### src/rtl/countdown_pkg.sv
// Shared definitions for countdown_indexer: state encoding and the
// load-value clamp helper.
`ifndef COUNTDOWN_PKG_SV
`define COUNTDOWN_PKG_SV

package countdown_pkg;

    // State encoding
    localparam logic ST_ACTIVE = 1'b0;
    localparam logic ST_HALT   = 1'b1;

    // Clamp a start index into 0..size-1 (saturate, never wrap)
    function automatic int unsigned clamp_idx(input int unsigned val,
                                              input int unsigned size);
        return (val > size - 1) ? size - 1 : val;
    endfunction

endpackage

`endif

### src/rtl/countdown_indexer.sv
// countdown_indexer: loadable down-counting index over 0..SIZE-1 with a
// valid/ready step interface. It either wraps 0 -> SIZE-1 (WRAP=1) or
// halts at 0 (WRAP=0) until the next load.
//
// Parameters:
//   SIZE        index range 0..SIZE-1 (SIZE >= 2)
//   WRAP        1: wrap at 0, 0: halt at 0
// Ports:
//   clk         clock, rising edge
//   rst         synchronous active-high reset (wins over load/step)
//   load        load a new start index (wins over step)
//   load_val    start index, clamped to SIZE-1
//   step_valid  decrement request
//   step_ready  step accepted this cycle (ACTIVE and no load)
//   idx         current index (registered)
//   first       idx == 0
//   wrap        one-cycle pulse after a wrapping step
//   halted      state is HALT
//   underflow_cnt  (only with COUNTDOWN_INDEXER_UNDERFLOW_EN) saturating
//                  count of step_valid cycles spent in HALT
`ifndef COUNTDOWN_INDEXER_SV
`define COUNTDOWN_INDEXER_SV

module countdown_indexer
    import countdown_pkg::*;
#(
    parameter int unsigned SIZE = 8,
    parameter bit          WRAP = 1'b1
) (
    input  logic                    clk,
    input  logic                    rst,
    input  logic                    load,
    input  logic [$clog2(SIZE)-1:0] load_val,
    input  logic                    step_valid,
    output logic                    step_ready,
    output logic [$clog2(SIZE)-1:0] idx,
    output logic                    first,
    output logic                    wrap,
    output logic                    halted
`ifdef COUNTDOWN_INDEXER_UNDERFLOW_EN
    ,
    output logic [7:0]              underflow_cnt
`endif
);

    localparam int unsigned W = $clog2(SIZE);
    localparam logic [W-1:0] IDX_MAX = W'(SIZE - 1);

    logic         state_q, state_d;
    logic [W-1:0] idx_q, idx_d;
    logic         wrap_q, wrap_d;
    logic         step_acc;

    assign step_acc = step_valid && step_ready;

    // State, index and wrap-pulse register
    always_ff @(posedge clk) begin
        if (rst) begin
            state_q <= ST_ACTIVE;
            idx_q   <= IDX_MAX;
            wrap_q  <= 1'b0;
        end else begin
            state_q <= state_d;
            idx_q   <= idx_d;
            wrap_q  <= wrap_d;
        end
    end

    // Next-state logic; load beats step because step_ready drops on load
    always_comb begin
        state_d = state_q;
        idx_d   = idx_q;
        wrap_d  = 1'b0;
        if (load) begin
            idx_d   = W'(clamp_idx(32'(load_val), SIZE));
            state_d = ST_ACTIVE;
        end else if (step_acc) begin
            if (idx_q != '0) begin
                idx_d = idx_q - W'(1);
            end else if (WRAP) begin
                idx_d  = IDX_MAX;
                wrap_d = 1'b1;
            end else begin
                state_d = ST_HALT;
            end
        end
    end

    // Outputs decoded from the registered state
    always_comb begin
        step_ready = (state_q == ST_ACTIVE) && !load;
        first      = (idx_q == '0);
        halted     = (state_q == ST_HALT);
    end

    assign idx  = idx_q;
    assign wrap = wrap_q;

`ifdef COUNTDOWN_INDEXER_UNDERFLOW_EN
    // Steps requested while halted, saturating at 255
    always_ff @(posedge clk) begin
        if (rst || load) begin
            underflow_cnt <= 8'd0;
        end else if ((state_q == ST_HALT) && step_valid && (underflow_cnt != 8'hFF)) begin
            underflow_cnt <= underflow_cnt + 8'd1;
        end
    end
`endif

endmodule

`endif
### config.mk
export PLATFORM = sky130hd
export DESIGN_NAME = countdown_indexer
export DESIGN_NICKNAME = d
export VERILOG_FILES = /design/src/rtl/countdown_pkg.sv /design/src/rtl/countdown_indexer.sv
export SDC_FILE = /design/constraint.sdc
export NUM_CORES = 1
export LEC_CHECK = 0
export ABC_AREA = 1
export CAP_MARGIN = 20
export CORE_AREA = 2 2 39 41
export CTS_CLUSTER_SIZE = 28
export DETAILED_ROUTE_END_ITERATION = 8
export DIE_AREA = 0 0 41 43
export GPL_TIMING_DRIVEN = 1
export HOLD_SLACK_MARGIN = 0.05
export REMOVE_ABC_BUFFERS = 1
export SETUP_SLACK_MARGIN = 0.3
export SLEW_MARGIN = 40
export SYNTH_ARGS = -nofsm -noshare
export SYNTH_HDL_FRONTEND = slang
export SYNTH_SLANG_ARGS = --single-unit
### constraint.sdc
create_clock -name clk -period 1.5 [get_ports clk]
set_clock_uncertainty 0.2 [all_clocks]
set_input_delay 0.3 -clock clk [delete_from_list [all_inputs] [get_ports clk]]
set_output_delay 0.3 -clock clk [all_outputs]
set_load 0.1 [all_outputs]
Yosys cells after proc, flatten, opt, wreduce, memory -nomap -nowiden
Cells that the tools add are included.

word-level totals
  register bits after elaboration = 4
  logic and storage cells = 14
  bits of input ports = 7

cells by class
  reductions and logical operators = 6
  bitwise logic cells = 1
  add/sub/neg operators = 1
  mux-type cells = 4

operator list
  cell                   number
  $mux W3                3
  $logic_not A3 Y1       1
  $reduce_bool A3 Y1     1
  $reduce_or A3 Y1       1
  $sub A3 B1 Y3 const B  1
  $reduce_bool A2 Y1     1
  $logic_and A1 B1 Y1    1
  $logic_not A1 Y1       1
  $mux W1                1
  $not A1 Y1             1

Logic depth before layout (Yosys ltp)
  depth after elaboration = 4
  depth in mapped cells = 7

Least setup slack after synthesis
OpenSTA, ideal clock, no wires.

  kind = register to register
  start point = register idx_q[0], in the netlist idx[0]
  end point = register idx_q[0], in the netlist idx[0]
  buffers on the path = 0
  required time = 1.178 ns
  slack = -1.031 ns
  stages on the path, launching flop included = 8
  data arrival time = 2.209 ns
  cells stage by stage = dfxtp_1 -> inv_1 -> ha_1 -> ha_1 -> inv_1 -> nand2_1 -> nand2_1 -> nand3_1

between the ends
  cells in the longest elaborated chain, start to end = 4
  elaborated cells between the ends (all ways) = 5
  those cells by class = add/sub (1); mux (3); reduce/logical (1)

ends and longest elaborated chain
  element                                                     RTL line                                          text
  start: declaration                                          countdown_indexer.sv:50                           logic [W-1:0] idx_q, idx_d;
  start signal: assignment                                    countdown_indexer.sv:64                           idx_q <= idx_d;
  $sub A3 B1 Y3 / $reduce_bool A3 Y1 (equally long branches)  countdown_indexer.sv:79, countdown_indexer.sv:78
  $mux W3 *                                                   countdown_indexer.sv:78                           if (idx_q != '0) begin
  $mux W3 *                                                   countdown_indexer.sv:77                           end else if (step_acc) begin
  $mux W3 *                                                   countdown_indexer.sv:74                           if (load) begin

Mark *: on every way between the ends. The rest lies on a longest branch, timed or not. The select of a mux whose other input is x is not followed.
A chain may end at the register's enable or synchronous reset.

Worst setup path after layout
  start point = register idx_q[1], in the netlist idx[1]
  end point = output first

between the ends
  cells in the longest elaborated chain, start to end = 1

ends and longest elaborated chain
  element           RTL line                 text
  $logic_not A3 Y1  countdown_indexer.sv:92  first = (idx_q == '0);
  end: declaration  countdown_indexer.sv:37  output logic first,

Every way passes these cells.

==> impl_metrics.py <==
metrics = {
    "run_status": {
        "status": "finished, violations left",
        "violations": "negative setup slack",
    },
    "worst_setup_path": {
        "required_ns": 1.00,
        "crit_type": "register to output pin",
        "crit-reg2reg-capture": "idx[1]",
        "cp_max_fo": 2,
        "path_cells": "inv_2, ha_4, ha_4, buf_12",
        "arrival_ns": 1.08,
        "start_kind": "register",
        "endpoint_kind": "output pin",
        "cp-startpoint": "idx[1]",
        "r2r-start": "idx[1]",
        "rr_worst_depth": 10,
        "rrSetupSlack_ns": -0.05,
        "slowest_stage": "dfxtp_2",
        "slowest_delay_ns": 0.32,
        "worst_path_most_repeated_cell": "ha_4",
    },
    "final_layout": {
        "final_nets": 70,
        "diodes": 0,
        "final_cells": 75,
        "drive_gt1_share_pct": 57.6,
        "layout.cells.most_common_list": "nand2_1, buf_4, buf_12, buf_6, clkdlybuf4s50_1",
        "area_growth_pct": 166,
    },
    "yosys": {
        "avgSynthCellArea_sq_um": 6.84,
        "syn_area_sq_um": 219,
        "synth_seq_cells": 4,
        "ys_seq_area_share_pct": 36.6,
        "synthCells": 32,
        "netlist-cell-type-count": 11,
        "ys_top_cells_by_area": "dfxtp_1, nand2_1, ha_1",
        "synth.largest_area_cell": "dfxtp_1",
        "yosysWarnings": 0,
        "synth_top_area_share_pct": 36.6,
    },
    "clocking": {
        "clock_latency_ns": 0.25,
        "cts-root-buf": "clkbuf_4",
        "cts_sinks": 4,
        "cts_buffer_depth": 2,
        "clk_pin_slew_worst_paths_ns": 0.04,
        "numCtsBuffers": 3,
        "hold_buffers": 0,
        "htreeDepth": 1,
        "cts_tree": "done",
    },
    "timing": {
        "final_hold_viol_count": 0,
        "drv_slew": 0,
        "finalSetupViolCount": 5,
        "rsz0062_at_grt": "true",
        "fin_crit_sh_pct": 105,
        "worst_slack_ns": -0.0810,
        "layout_min_cycle_time_ns": 1.58,
        "fmax_mhz": 633,
        "setup-tns-final_ns": -0.281,
    },
    "detailed_routing": {
        "vias": 299,
        "post_drt_via_cell_ratio": 3.99,
        "avgRoutedWirePerCell_um": 9.19,
        "drc_errors": 0,
        "drt_wl_total_um": 689,
        "ant_nets": 0,
        "firstDrtPassIters": 2,
        "first_iter_violations": 3,
    },
    "die": {
        "die_x_um": 41,
        "fp.coreArea_sq_um": 1380,
        "std_cell_rows": 14,
        "die_area_sq_um": 1760,
        "die_y_um": 43,
        "pin_count": 14,
        "start_util_pct": 15.8,
    },
    "power_and_ir_drop": {
        "ir_drop_v": 0.000528,
        "p_leak_nw": 0.279,
        "p_total_uw": 475,
        "power.density_nw_per_um2": 817,
    },
    "placed_design": {
        "dp.cells": 63,
        "io_buffers": 12,
        "dp_hpwl_um": 443,
        "post-place-ws_ns": -0.0319,
        "place_congestion": 0.687,
    },
    "min_path": {
        "whs_path_depth": 3,
        "hold_path_class": "input port to register",
        "hold_path_startpoint": "load",
        "hold-path-endpoint": "wrap",
    },
    "grt": {
        "antenna_found_initial": 0,
        "grt_pass1_wl_mm": 1.09,
        "overflow": 0,
        "first_global_vias": 286,
        "grt_max_degree": 7,
        "grt_usage_pct": 10.1,
    },
    "run": {
        "maxCapViolCount": 0,
    },
}
-- routing by layer --
metal	global-route usage, %	up-vias	wire, um
li1	-	151	-
met1	9.65	137	266
met2	13.4	11	365
met3	9.95	0	57
met4	6.00	0	0
met5	0	-	0
-- timing repair --
action / CTS / global route
pin swaps: 2 / 1
buffers inserted: 7 / 2
gates resized for setup: 21 / 2
endpoints found under the setup margin: 10 / 9
-- power by group --
group          total, mW  internal [mW]  switching, mW  leakage (nW)
Combinational      0.213         0.0937          0.120         0.232
Clock              0.142         0.0900         0.0519        0.0138
Sequential         0.120          0.115        0.00455        0.0330
-- through the flow --
stage / cell area (sq um) / hold slack, ns / util (%)
floorplan: 211 / 0.176 / -
global placement: 442 / 0.369 / 31.9
detailed placement: 442 / 0.388 / 31.9
CTS: 562 / 0.165 / 40.6
global route: 582 / 0.176 / 42.0
finish: 582 / 0.160 / 42.0
-- worst max-delay path: cells and delay by family (launching register included) --
kind	cells	cell delay [ns]
buffers and inverters	2	0.21
flip-flops	1	0.32
adder cells (fa/ha/maj)	2	0.31
-- sequential cells by signal, summed over array words and instances, names as in the netlist --
register / count
idx: 3
wrap: 1
-- worst max path at each step --
stage                 end  slack (ns)  cells after the start
4_1_cts             first       -0.09                      4
5_1_grt             first       -0.12                      4
3_3_place_gp   step_ready       -0.03                      3
3_5_place_dp   step_ready       -0.03                      3
6_report            first       -0.08                      4
2_1_floorplan      idx[0]       -1.03                      7
-- Yosys cell counts (all sizes together) --
| cell | n |
|---|---|
| dfxtp | 4 |
| inv | 6 |
| nand3b | 1 |
| nand3 | 3 |
| a21oi | 3 |
| nor3 | 1 |
| conb | 1 |
| nor2 | 2 |
| nand2 | 8 |
| buf | 1 |
| ha | 2 |
-- kinds of logic (layout without fill, tap and decap cells) --
group	Yosys count	after routing	share of synthesized area [%]
and+or+nand+nor	15	15	29.7
buffers and inverters	7	34	13.7
adders and majority gates	2	2	11.4
other	1	1	1.71
DFF	4	4	36.6
AOI/OAI and AO/OA	3	3	6.86
-- layout make-up --
cell class / instances / area, sq um
multi-input cells: 21 / 136
fillers: 139 / 802
flip-flops and latches: 4 / 85.1
inverters: 6 / 22.5
well taps: 16 / 20.0
clock buffers: 3 / 22.5
repair buffers: 25 / 295
(Power assumes the default switching activity.)
